$ cat src/rtl/mul_pkg.sv
// Shared types and constants for the shift-add multiplier.
// Used by shift_add_multiplier and mul_datapath.
package mul_pkg;

  typedef enum logic [1:0] {
    IDLE = 2'd0,
    CALC = 2'd1,
    DONE = 2'd2
  } mul_state_e;

  localparam int unsigned MUL_DEFAULT_WIDTH = 32;

  // Bits needed to count 0..value-1; never less than one bit.
  function automatic int unsigned clog2(input int unsigned value);
    int unsigned result;
    result = 0;
    for (int unsigned i = 0; i < 32; i++) begin
      if ((64'd1 << i) < 64'(value)) result = i + 1;
    end
    return (result == 0) ? 1 : result;
  endfunction

endpackage

$ cat src/rtl/mul_datapath.sv
// Operand/accumulator registers, shifter, adder and overflow logic for the multiplier.
// Macro MUL_SIGNED_EN adds the signed_mode input (two's complement via sign-magnitude).
module mul_datapath
  import mul_pkg::*;
#(
  parameter int unsigned WIDTH = MUL_DEFAULT_WIDTH,
  localparam int unsigned P_W = 2 * WIDTH
) (
  input  logic             clk,
  input  logic             rst_n,
`ifdef MUL_SIGNED_EN
  input  logic             signed_mode,
`endif
  input  logic [WIDTH-1:0] a,
  input  logic [WIDTH-1:0] b,
  input  logic             load,
  input  logic             zero_load,
  input  logic             step,
  input  logic             last,
  output logic             op_zero,
  output logic [P_W-1:0]   p,
  output logic             ovf
);

  logic             sgn;
  logic [WIDTH-1:0] a_mag;
  logic [WIDTH-1:0] b_mag;
  logic             neg_in;

`ifdef MUL_SIGNED_EN
  assign sgn = signed_mode;
`else
  assign sgn = 1'b0;
`endif

  assign op_zero = (a == '0) || (b == '0);
  // Magnitudes fit in WIDTH unsigned bits, including the most negative value.
  assign a_mag   = (sgn && a[WIDTH-1]) ? (~a + 1'b1) : a;
  assign b_mag   = (sgn && b[WIDTH-1]) ? (~b + 1'b1) : b;
  assign neg_in  = sgn && (a[WIDTH-1] ^ b[WIDTH-1]);

  logic [P_W-1:0]   mcand_q;
  logic [WIDTH-1:0] mplier_q;
  logic [P_W-1:0]   acc_q;
  logic             neg_q;
  logic             sgn_q;
  logic [P_W-1:0]   p_q;
  logic             ovf_q;

  logic [P_W-1:0]   addend;
  logic [P_W-1:0]   sum;
  logic [P_W-1:0]   result;
  logic             ovf_next;

  always_comb begin
    addend = mplier_q[0] ? mcand_q : '0;
    sum    = acc_q + addend;
    result = neg_q ? (~sum + 1'b1) : sum;
    if (sgn_q) begin
      ovf_next = !((&result[P_W-1:WIDTH-1]) || !(|result[P_W-1:WIDTH-1]));
    end else begin
      ovf_next = |result[P_W-1:WIDTH];
    end
  end

  // p/ovf are registered on entry to DONE so they are already valid in the done cycle.
  always_ff @(posedge clk or negedge rst_n) begin
    if (!rst_n) begin
      mcand_q  <= '0;
      mplier_q <= '0;
      acc_q    <= '0;
      neg_q    <= 1'b0;
      sgn_q    <= 1'b0;
      p_q      <= '0;
      ovf_q    <= 1'b0;
    end else if (zero_load) begin
      mcand_q  <= '0;
      mplier_q <= '0;
      acc_q    <= '0;
      neg_q    <= 1'b0;
      sgn_q    <= sgn;
      p_q      <= '0;
      ovf_q    <= 1'b0;
    end else if (load) begin
      mcand_q  <= {{WIDTH{1'b0}}, a_mag};
      mplier_q <= b_mag;
      acc_q    <= '0;
      neg_q    <= neg_in;
      sgn_q    <= sgn;
    end else if (step) begin
      acc_q    <= sum;
      mcand_q  <= mcand_q << 1;
      mplier_q <= mplier_q >> 1;
      if (last) begin
        p_q   <= result;
        ovf_q <= ovf_next;
      end
    end
  end

  assign p   = p_q;
  assign ovf = ovf_q;

endmodule

$ cat src/rtl/shift_add_multiplier.sv
// Sequential shift-add multiplier: one multiplier bit per cycle, zero-operand shortcut.
// Macro MUL_SIGNED_EN adds the signed_mode input for two's complement operands.
module shift_add_multiplier
  import mul_pkg::*;
#(
  parameter int unsigned WIDTH = MUL_DEFAULT_WIDTH,
  localparam int unsigned P_W = 2 * WIDTH
) (
  input  logic             clk,
  input  logic             rst_n,
  input  logic             start,
`ifdef MUL_SIGNED_EN
  input  logic             signed_mode,
`endif
  input  logic [WIDTH-1:0] a,
  input  logic [WIDTH-1:0] b,
  output logic             busy,
  output logic             done,
  output logic [P_W-1:0]   p,
  output logic             ovf
);

  localparam int unsigned CNT_W = clog2(WIDTH);
  localparam logic [CNT_W-1:0] CNT_LAST = CNT_W'(WIDTH - 1);

  mul_state_e       state_q;
  mul_state_e       state_d;
  logic [CNT_W-1:0] cnt_q;
  logic [CNT_W-1:0] cnt_d;

  logic accept;
  logic op_zero;
  logic load;
  logic zero_load;
  logic step;
  logic last;

  assign accept    = (state_q == IDLE) && start;
  assign load      = accept && !op_zero;
  assign zero_load = accept && op_zero;
  assign step      = (state_q == CALC);
  assign last      = step && (cnt_q == CNT_LAST);

  always_comb begin
    state_d = state_q;
    cnt_d   = cnt_q;
    unique case (state_q)
      IDLE: begin
        if (start) begin
          state_d = op_zero ? DONE : CALC;
          cnt_d   = '0;
        end
      end
      CALC: begin
        if (cnt_q == CNT_LAST) begin
          state_d = DONE;
          cnt_d   = '0;
        end else begin
          cnt_d = cnt_q + 1'b1;
        end
      end
      DONE:    state_d = IDLE;
      default: state_d = IDLE;
    endcase
  end

  always_ff @(posedge clk or negedge rst_n) begin
    if (!rst_n) begin
      state_q <= IDLE;
      cnt_q   <= '0;
    end else begin
      state_q <= state_d;
      cnt_q   <= cnt_d;
    end
  end

  assign busy = (state_q != IDLE);
  assign done = (state_q == DONE);

  mul_datapath #(
    .WIDTH(WIDTH)
  ) u_datapath (
    .clk        (clk),
    .rst_n      (rst_n),
`ifdef MUL_SIGNED_EN
    .signed_mode(signed_mode),
`endif
    .a          (a),
    .b          (b),
    .load       (load),
    .zero_load  (zero_load),
    .step       (step),
    .last       (last),
    .op_zero    (op_zero),
    .p          (p),
    .ovf        (ovf)
  );

endmodule

$ cat config.mk
export PLATFORM = sky130hd
export DESIGN_NAME = shift_add_multiplier
export DESIGN_NICKNAME = d
export VERILOG_FILES = /design/src/rtl/mul_pkg.sv /design/src/rtl/mul_datapath.sv /design/src/rtl/shift_add_multiplier.sv
export SDC_FILE = /design/constraint.sdc
export NUM_CORES = 1
export LEC_CHECK = 0
export BUFFER_PORTS_ARGS = -buffer_cell sky130_fd_sc_hd__buf_4
export CAP_MARGIN = 0
export CORE_MARGIN = 2
export CORE_UTILIZATION = 39
export DETAILED_ROUTE_END_ITERATION = 10
export GPL_TIMING_DRIVEN = 0
export PLACE_DENSITY = 0.6
export RECOVER_POWER = 100
export SYNTH_ARGS = -nofsm -noshare
export SYNTH_HDL_FRONTEND = slang
export SYNTH_SLANG_ARGS = --single-unit
$ cat constraint.sdc
create_clock -name clk -period 4.22 [get_ports clk]
set_input_delay 1.055 -clock clk [delete_from_list [all_inputs] [get_ports clk]]
set_output_delay 1.055 -clock clk [all_outputs]
set_load 0.05 [all_outputs]
==> run_results.csv, run 1 <==
group,metric,value,unit
clock_network,cts_tree,"done",
critical_path,crit_arrival,4.65,ns
synth,synth-async-reset-ratio,100,%
clock_network,cts_sinks,232,
drt,vias,13183,
finish,area_delta_synth_final,24.9,%
sta,holdWs,0.475,ns
drt,wire_per_inst,20.3,um
finish,antenna_cells,0,
synth,ys_seq_elements,232,
synth,yosysSeqAreaShare,42.1,%
sta,timing.final.max_slew_violations,60,
synth,ys_types,77,
sta,skew,0.0163,ns
die,fp.dieArea,36900,sq um
drt,viasPerCell,5.68,
drt,drc,0,
grt,track_usage,25.5,%
synth,syn-num-nets,1790,
sta,rsz0062_at_grt,"true",
grt,grt_pass1_wl,72800,um
clock_network,numCtsBuffers,27,
finish,fill_cells,3443,
power,totalPowerFinal,13.4,mW
die,coreArea,34700,sq um
finish,drive_gt1_share,17.1,%
clock_network,ctsHoldBuffers,0,
grt,grt_antenna_before_repair,0,
sta,setup_ws,-0.0268,ns
synth,synth_edf_count,0,
clock_network,clkSlewWorstSetupHoldPaths,0.06,ns
sta,post-route-min-period,4.25,ns
clock_network,clock_latency,0.56,ns
drt,drt_wl_total,47100,um
synth,synthCells,1657,
sta,hold_viol,0,
sta,slew-limit-headroom,-122,%
power,swShare,47.2,%
drt,dr.pass1.iters,6,
power,p_seq_share,25.9,%
place,dp_hpwl,35900,um
run_status,violations,"max-capacitance violations, max-slew violations, negative setup slack",
power,leakagePower,7.27,nW
finish,nets,1977,
place,globalplace.congestion,0.933,
worst_hold_path,hold_path_class,"reg -> reg",
power,ir_worst_vdd,0.376,mV
place,port_buffers,133,
drt,antenna_left,0,
critical_path,end_kind,"flop",
job,drv_cap,1,
clock_network,htree_levels,1,
power,power_frac_clock,17.6,%
power,p_per_area,780,nW/um^2
die,io-pin-count,134,
sta,setup_viol,1,
run_status,status,"finished with violations",
critical_path,crit_required,4.63,ns
sta,min_period_over_period,101,%
clock_network,root_buffer,"clkbuf_16",
power,p_switching,6.35,mW
grt,globalRoute.totalOverflow,0,
die,num_rows,68,
critical_path,crit_type,"reg -> reg",
power,internal_power,7.09,mW
synth,syn_area,13800,sq um
drt,drtIter0Drc,1132,
clock_network,cts_buffer_depth,3,
critical_path,path_max_fanout,6,
critical_path,cp-start-kind,"flop",
die,start_util,39.7,%
grt,grt_max_degree,99,
sta,max_freq,0.235,GHz
synth,postSynthAreaPerCell,8.32,sq um
sta,worst_pin_slew,3.34,ns
synth,yosysWarningCount,0,
die,die_w,192,um
power,p_comb_share,56.6,%
die,die_h,192,um
grt,grt_pass1_vias,12825,
synth,synth-main-ff-cell,"dfrtp_1",
sta,fin_setup_tns,-0.0268,ns
## stage by stage
step	utilization [%]	setup slack (ns)	instances	cell area (sq um)
after floorplan	-	0.473	1657	13800
after global placement	44.3	-1.59	2245	15400
after detailed placement	44.4	-1.45	2247	15400
after CTS	48.9	0.00219	2309	17000
after global routing	49.6	-0.107	2319	17200
final	49.6	-0.0268	2319	17200
## worst paths after layout
| kind | start | to | slack (ns) | cells after the start |
|---|---|---|---|---|
| setup / recovery | u_datapath.mplier_q[0]$_DFFE_PN0P_ | u_datapath.ovf$_DFFE_PN0P_ | -0.03 | 16 |
| hold / removal | u_datapath.p[36]$_DFFE_PN0P_ | u_datapath.p[36]$_DFFE_PN0P_ | 0.48 | 2 |
| setup reg to reg | u_datapath.mplier_q[0]$_DFFE_PN0P_ | u_datapath.ovf$_DFFE_PN0P_ | -0.03 | 16 |
| hold reg to reg | u_datapath.p[36]$_DFFE_PN0P_ | u_datapath.p[36]$_DFFE_PN0P_ | 0.48 | 2 |
| max in group asynchronous | rst_n | u_datapath.mplier_q[0]$_DFFE_PN0P_ | 0.58 | 3 |
| min in group asynchronous | rst_n | u_datapath.p[31]$_DFFE_PN0P_ | 1.61 | 1 |
## placed cells by master, fill, tap and decap left out, types with 11 or more instances in the layout
master     count
inv_1         24
a31oi_1       11
a22o_1        39
o21ai_0      222
nor2_1        98
o21ai_1       13
ha_1          39
a21oi_1      136
dfrtp_1      231
ha_4          13
nor3_1        13
nand4_1       26
nand2_1      280
and2_1        66
clkbuf_1     135
clkbuf_16     27
a21oi_2       17
buf_4        112
nor4_1        16
nand3_1       58
xnor2_1       19
a21o_1        16
ha_2          13
xor2_1        22
## cell families after synthesis
group | synth area share [%]
fa+ha+maj | 6.04
xor+xnor | 3.55
flops | 42.1
compound gates | 23.7
mux | 0.245
simple gates | 20.7
buf+inv | 3.70
## worst max-delay path: stages, from the launching register on
cell and delay (ns):
dfrtp_2 0.48, and2_4 0.20, ha_4 0.15, inv_2 0.04, fa_2 0.38, and2b_2 0.26
o2111ai_4 0.18, a211o_1 0.41, buf_6 0.15, a211oi_4 0.20, o211ai_1 0.20, nand3b_1 0.24
xor2_4 0.12, a2111oi_4 0.33, nand4_1 0.24, nor4b_4 0.35, a41oi_2 0.17
## registers in the layout (all words and copies together) (netlist names)
register and cells:
u_datapath.acc_q 64, u_datapath.mcand_q 64, u_datapath.p 64, u_datapath.mplier_q 32
cnt_q 5, state_q 2, u_datapath.ovf 1
## cells in the mapped netlist (all sizes together) (2+ instances only)
cell type	n	area, sq um
o21a	8	60.1
a41oi	4	42.6
o211a	2	20.0
dfrtp	232	5810
ha	65	813
nor3	19	95.1
nand2b	2	12.5
o2111ai	2	17.5
buf	10	45.0
nor4	17	106
a21o	16	120
a21oi	156	803
or2	4	25.0
nor2b	6	37.5
o31ai	5	37.5
a221oi	2	17.5
a211oi	6	50.1
mux2	3	33.8
o211ai	7	52.6
or3	6	37.5
nor2	106	398
o31a	2	17.5
nand2	284	1070
a311oi	3	26.3
nor3b	2	20.0
and3	10	62.6
o21bai	10	78.8
a221o	2	20.0
o22ai	2	12.5
nand4	27	175
nand3b	2	15.0
a31oi	16	100
a211o	2	17.5
a2111oi	4	66.3
xnor2	29	262
o21ai	241	1220
a22o	39	342
clkbuf	99	372
and2	71	444
and4	2	17.5
xor2	26	228
inv	25	93.8
a21boi	4	41.3
nand3	60	300
a31o	2	17.5
## per-layer routing
layer  global-route usage, %  routed length, um  up-vias
li1                        -                  -     6259
met1                    35.1              21200     6419
met2                    41.3              21500      427
met3                    3.86               2960       78
met4                    8.07               1530        0
met5                       0                  0        -
## cell type report
cell class | count | area, sq um | share of cell area [%]
clock inverter | 18 | 170 | 0.988
sequential | 232 | 5810 | 33.7
inverter | 25 | 93.8 | 0.545
buffer | 87 | 368 | 2.13
clock buffer | 31 | 721 | 4.18
timing repair buffer | 180 | 1170 | 6.79
multi-input combinational | 1291 | 8330 | 48.4
tap | 455 | 569 | 3.30
## power by group through the flow
stage          clock (mW)  sequential [mW]  combinational, mW
2_1_floorplan           0             3.30               4.55
3_3_place_gp            0             3.44               6.38
3_5_place_dp            0             3.46               6.48
4_1_cts              2.41             3.45               7.02
5_1_grt              2.50             3.56               8.34
6_report             2.36             3.48               7.61
## repair_timing
action	4_1_cts	5_1_grt
endpoints found under the setup margin	49	7
gates resized for setup	103	89
buffers inserted	26	19
pin swaps	29	39
(Power assumes the default switching activity.)
==> run 2, diff against run 1 <==
- ABC_AREA: not set -> 1
- CORE_UTILIZATION: 39 -> 50
- PLACE_DENSITY: 0.6 -> 0.73
==> run_results.csv, run 2 <==
group,metric,value,unit
run_status,status,"finished with violations",
run_status,violations,"max-capacitance violations, max-slew violations",
synth,syn-num-nets,2524,
die,io-pin-count,134,
place,preCtsSetupSlack,0.0170,ns
critical_path,cp_slowest_stage_delay,0.64,ns
sta,min_period_over_period,94.0,%
synth,synthTopCellsByArea,"dfrtp_1 37%, nand2_1 21%, inv_1 9.9%",
synth,synth_most_common_cell,"nand2_1",
drt,drt_wl_total,52300,um
sta,post-route-min-period,3.97,ns
synth,ys_types,40,
drt,met1_length,24900,um
grt,globalRoute.totalOverflow,0,
sta,max_freq,0.252,GHz
drt,maxUsedRoutingLayer,"met4",
synth,ys_seq_elements,232,
power,ir_worst_vdd,0.372,mV
sta,worst_pin_slew,2.77,ns
power,leakagePower,9.79,nW
grt,grt_max_degree,123,
synth,synth-async-reset-ratio,100,%
sta,hold_viol,0,
synth,synth_area_leader_cell,"dfrtp_1",
clock_network,htree_levels,1,
grt,grt_pass1_wl,81300,um
clock_network,numCtsBuffers,25,
drt,wire_per_inst,17.6,um
worst_hold_path,hold_path_class,"reg -> reg",
critical_path,crit_required,4.65,ns
synth,yosysWarningCount,0,
synth,yosysTopAreaCellShare,36.5,%
die,start_util,50.6,%
critical_path,crit_path_frequent_cell,"nand2_1",
die,coreArea,31400,sq um
sta,setup_ws,0.253,ns
place,port_buffers,133,
drt,wl_met3,4260,um
job,drv_cap,1,
place,dp_hpwl,42400,um
clock_network,root_buffer,"clkbuf_16",
drt,viasPerCell,5.32,
synth,yosysSeqAreaShare,36.5,%
die,num_rows,65,
sta,skew,0.0127,ns
critical_path,cp.buffers_inverters,3,
finish,antenna_cells,0,
die,die_w,182,um
power,p_per_area,626,nW/um^2
critical_path,end_kind,"flop",
finish,area_delta_synth_final,13.0,%
drt,antenna_left,0,
critical_path,crit_arrival,4.40,ns
critical_path,path_max_fanout,11,
finish,nets,2684,
die,fp.dieArea,33200,sq um
clock_network,cts_tree,"done",
finish,stdcell_count,2971,
clock_network,cts_buffer_depth,3,
place,globalplace.congestion,1.01,
critical_path,cp-start-kind,"flop",
finish,final_cell_mix,"895 x nand2_1, 420 x inv_1, 231 x dfrtp_1",
sta,timing.final.max_slew_violations,111,
drt,drc,0,
sta,rsz0062_at_grt,"false",
sta,slew-limit-headroom,-84.4,%
clock_network,ctsHoldBuffers,0,
synth,postSynthAreaPerCell,6.65,sq um
synth,netlist_top_cells_count,"892 x nand2_1, 419 x inv_1, 232 x dfrtp_1",
clock_network,clock_latency,0.55,ns
drt,vias,15810,
clock_network,clkSlewWorstSetupHoldPaths,0.06,ns
grt,track_usage,31.6,%
synth,syn_area,15900,sq um
critical_path,crit_type,"reg -> reg",
critical_path,crit_chain,"nand2_1 > inv_1 > ha_1 > inv_1 > fa_1 > inv_1 > nand3_1 > nand2_1 > nand2_1 > nand2_1 > nand2_1 > nand2_1 > nand3_1 > nand2_1 > nand2_1 > nand2_1 > nand3_1 > nor2_1 > nand2_1 > nor2_1 > nand2_1 > nand2_1 > nand2_1",
clock_network,cts_setup_buffers,0,
critical_path,worst_path_max_delay_cell,"dfrtp_2",
drt,drtIter0Drc,1546,
sta,setup_viol,0,
synth,synthCells,2391,
finish,drive_gt1_share,8.02,%
critical_path,path_delay_family,"simple AND/OR/NAND/NOR gates",
drt,dr.pass1.iters,5,
die,die_h,182,um
finish,final_common_cell,"nand2_1",
grt,grt_pass1_vias,14716,
sta,fin_setup_tns,0,ns
place,dp_cells,2927,
drt,wl_met2,21800,um
synth,synth-main-ff-cell,"dfrtp_1",
synth,synth_edf_count,0,
grt,grt_antenna_before_repair,0,
clock_network,cts_sinks,232,
run 2: cell count changes in the layout (fill, tap and decap cells not counted), sizes merged, moves of 20 or more:
| cell | delta |
|---|---|
| buf | -60 |
| and2 | -68 |
| a21oi | -107 |
| xnor2 | -20 |
| nor2 | +29 |
| o21ai | -53 |
| inv | +407 |
| nand2 | +648 |
| o22ai | +31 |
| a22o | -36 |
| a22oi | +61 |
run 2: stage by stage:
| stage | hold slack [ns] | cell area [sq um] | total power [mW] | utilization (%) |
|---|---|---|---|---|
| finish | 0.477 | 18000 | 11.2 | 57.2 |
| global route | 0.497 | 18000 | 12.0 | 57.2 |
| CTS | 0.487 | 18300 | 11.4 | 58.2 |
| detailed placement | 0.473 | 17400 | 9.04 | 55.5 |
| global placement | 0.464 | 17400 | 8.92 | 55.4 |
| floorplan | 0.448 | 15900 | 7.28 | - |
run 2: routing by layer:
| metal | up-vias | track usage, % |
|---|---|---|
| met5 | - | 0 |
| met1 | 7368 | 47.6 |
| li1 | 7776 | - |
| met2 | 586 | 47.5 |
| met3 | 80 | 4.91 |
| met4 | 0 | 8.19 |
run 2: power breakdown:
part / internal [mW] / leakage [nW] / total, mW / switching [mW]
Clock: 1.36 / 0.413 / 2.30 / 0.938
Sequential: 3.00 / 2.99 / 3.57 / 0.566
Combinational: 1.61 / 6.39 / 5.37 / 3.76
Total: 5.98 / 9.79 / 11.2 / 5.27
run 2: path summary, 6_finish.rpt:
check / from / endpoint / slack, ns / depth (start not counted)
max: u_datapath.mplier_q[0]$_DFFE_PN0P_ / u_datapath.ovf$_DFFE_PN0P_ / 0.25 / 23
min: u_datapath.p[37]$_DFFE_PN0P_ / u_datapath.p[37]$_DFFE_PN0P_ / 0.48 / 2
max reg2reg: u_datapath.mplier_q[0]$_DFFE_PN0P_ / u_datapath.ovf$_DFFE_PN0P_ / 0.25 / 23
min reg2reg: u_datapath.p[37]$_DFFE_PN0P_ / u_datapath.p[37]$_DFFE_PN0P_ / 0.48 / 2
max in group asynchronous: rst_n / u_datapath.p[37]$_DFFE_PN0P_ / 1.20 / 1
min in group asynchronous: rst_n / u_datapath.mplier_q[28]$_DFFE_PN0P_ / 1.33 / 1
run 2: logic make-up after synthesis:
logic type	after synthesis	share of synthesized area, %
AO/OA/AOI/OAI	352	12.7
buffers and inverters	507	12.1
flip-flops	232	36.5
XOR/XNOR	22	1.21
adder cells (fa/ha/maj)	66	5.24
AND/OR/NAND/NOR	1212	32.2
run 2: area by class of cell:
class | instances | area [sq um]
Clock inverter | 10 | 138
Timing Repair Buffer | 134 | 764
Clock buffer | 35 | 713
Buffer | 70 | 264
Sequential cell | 232 | 5810
Tap cell | 402 | 503
Multi-Input combinational cell | 1652 | 8140
Inverter | 436 | 1640
Fill cell | 3245 | 13400
run 2: worst register-to-register path: stages, from the launching register on:
cell,delay [ns]
dfrtp_2,0.64
nand2_1,0.10
inv_1,0.06
ha_1,0.28
inv_1,0.09
fa_1,0.40
inv_1,0.20
nand3_1,0.10
nand2_1,0.24
nand2_1,0.09
nand2_1,0.14
nand2_1,0.07
nand2_1,0.20
nand3_1,0.14
nand2_1,0.08
nand2_1,0.07
nand2_1,0.07
nand3_1,0.08
nor2_1,0.16
nand2_1,0.12
nor2_1,0.25
nand2_1,0.10
nand2_1,0.11
nand2_1,0.06
run 2: what timing repair did:
action | CTS | global route
endpoints found under the setup margin | 1 | 1
resized for setup | 0 | 1
pin swaps | 0 | 0
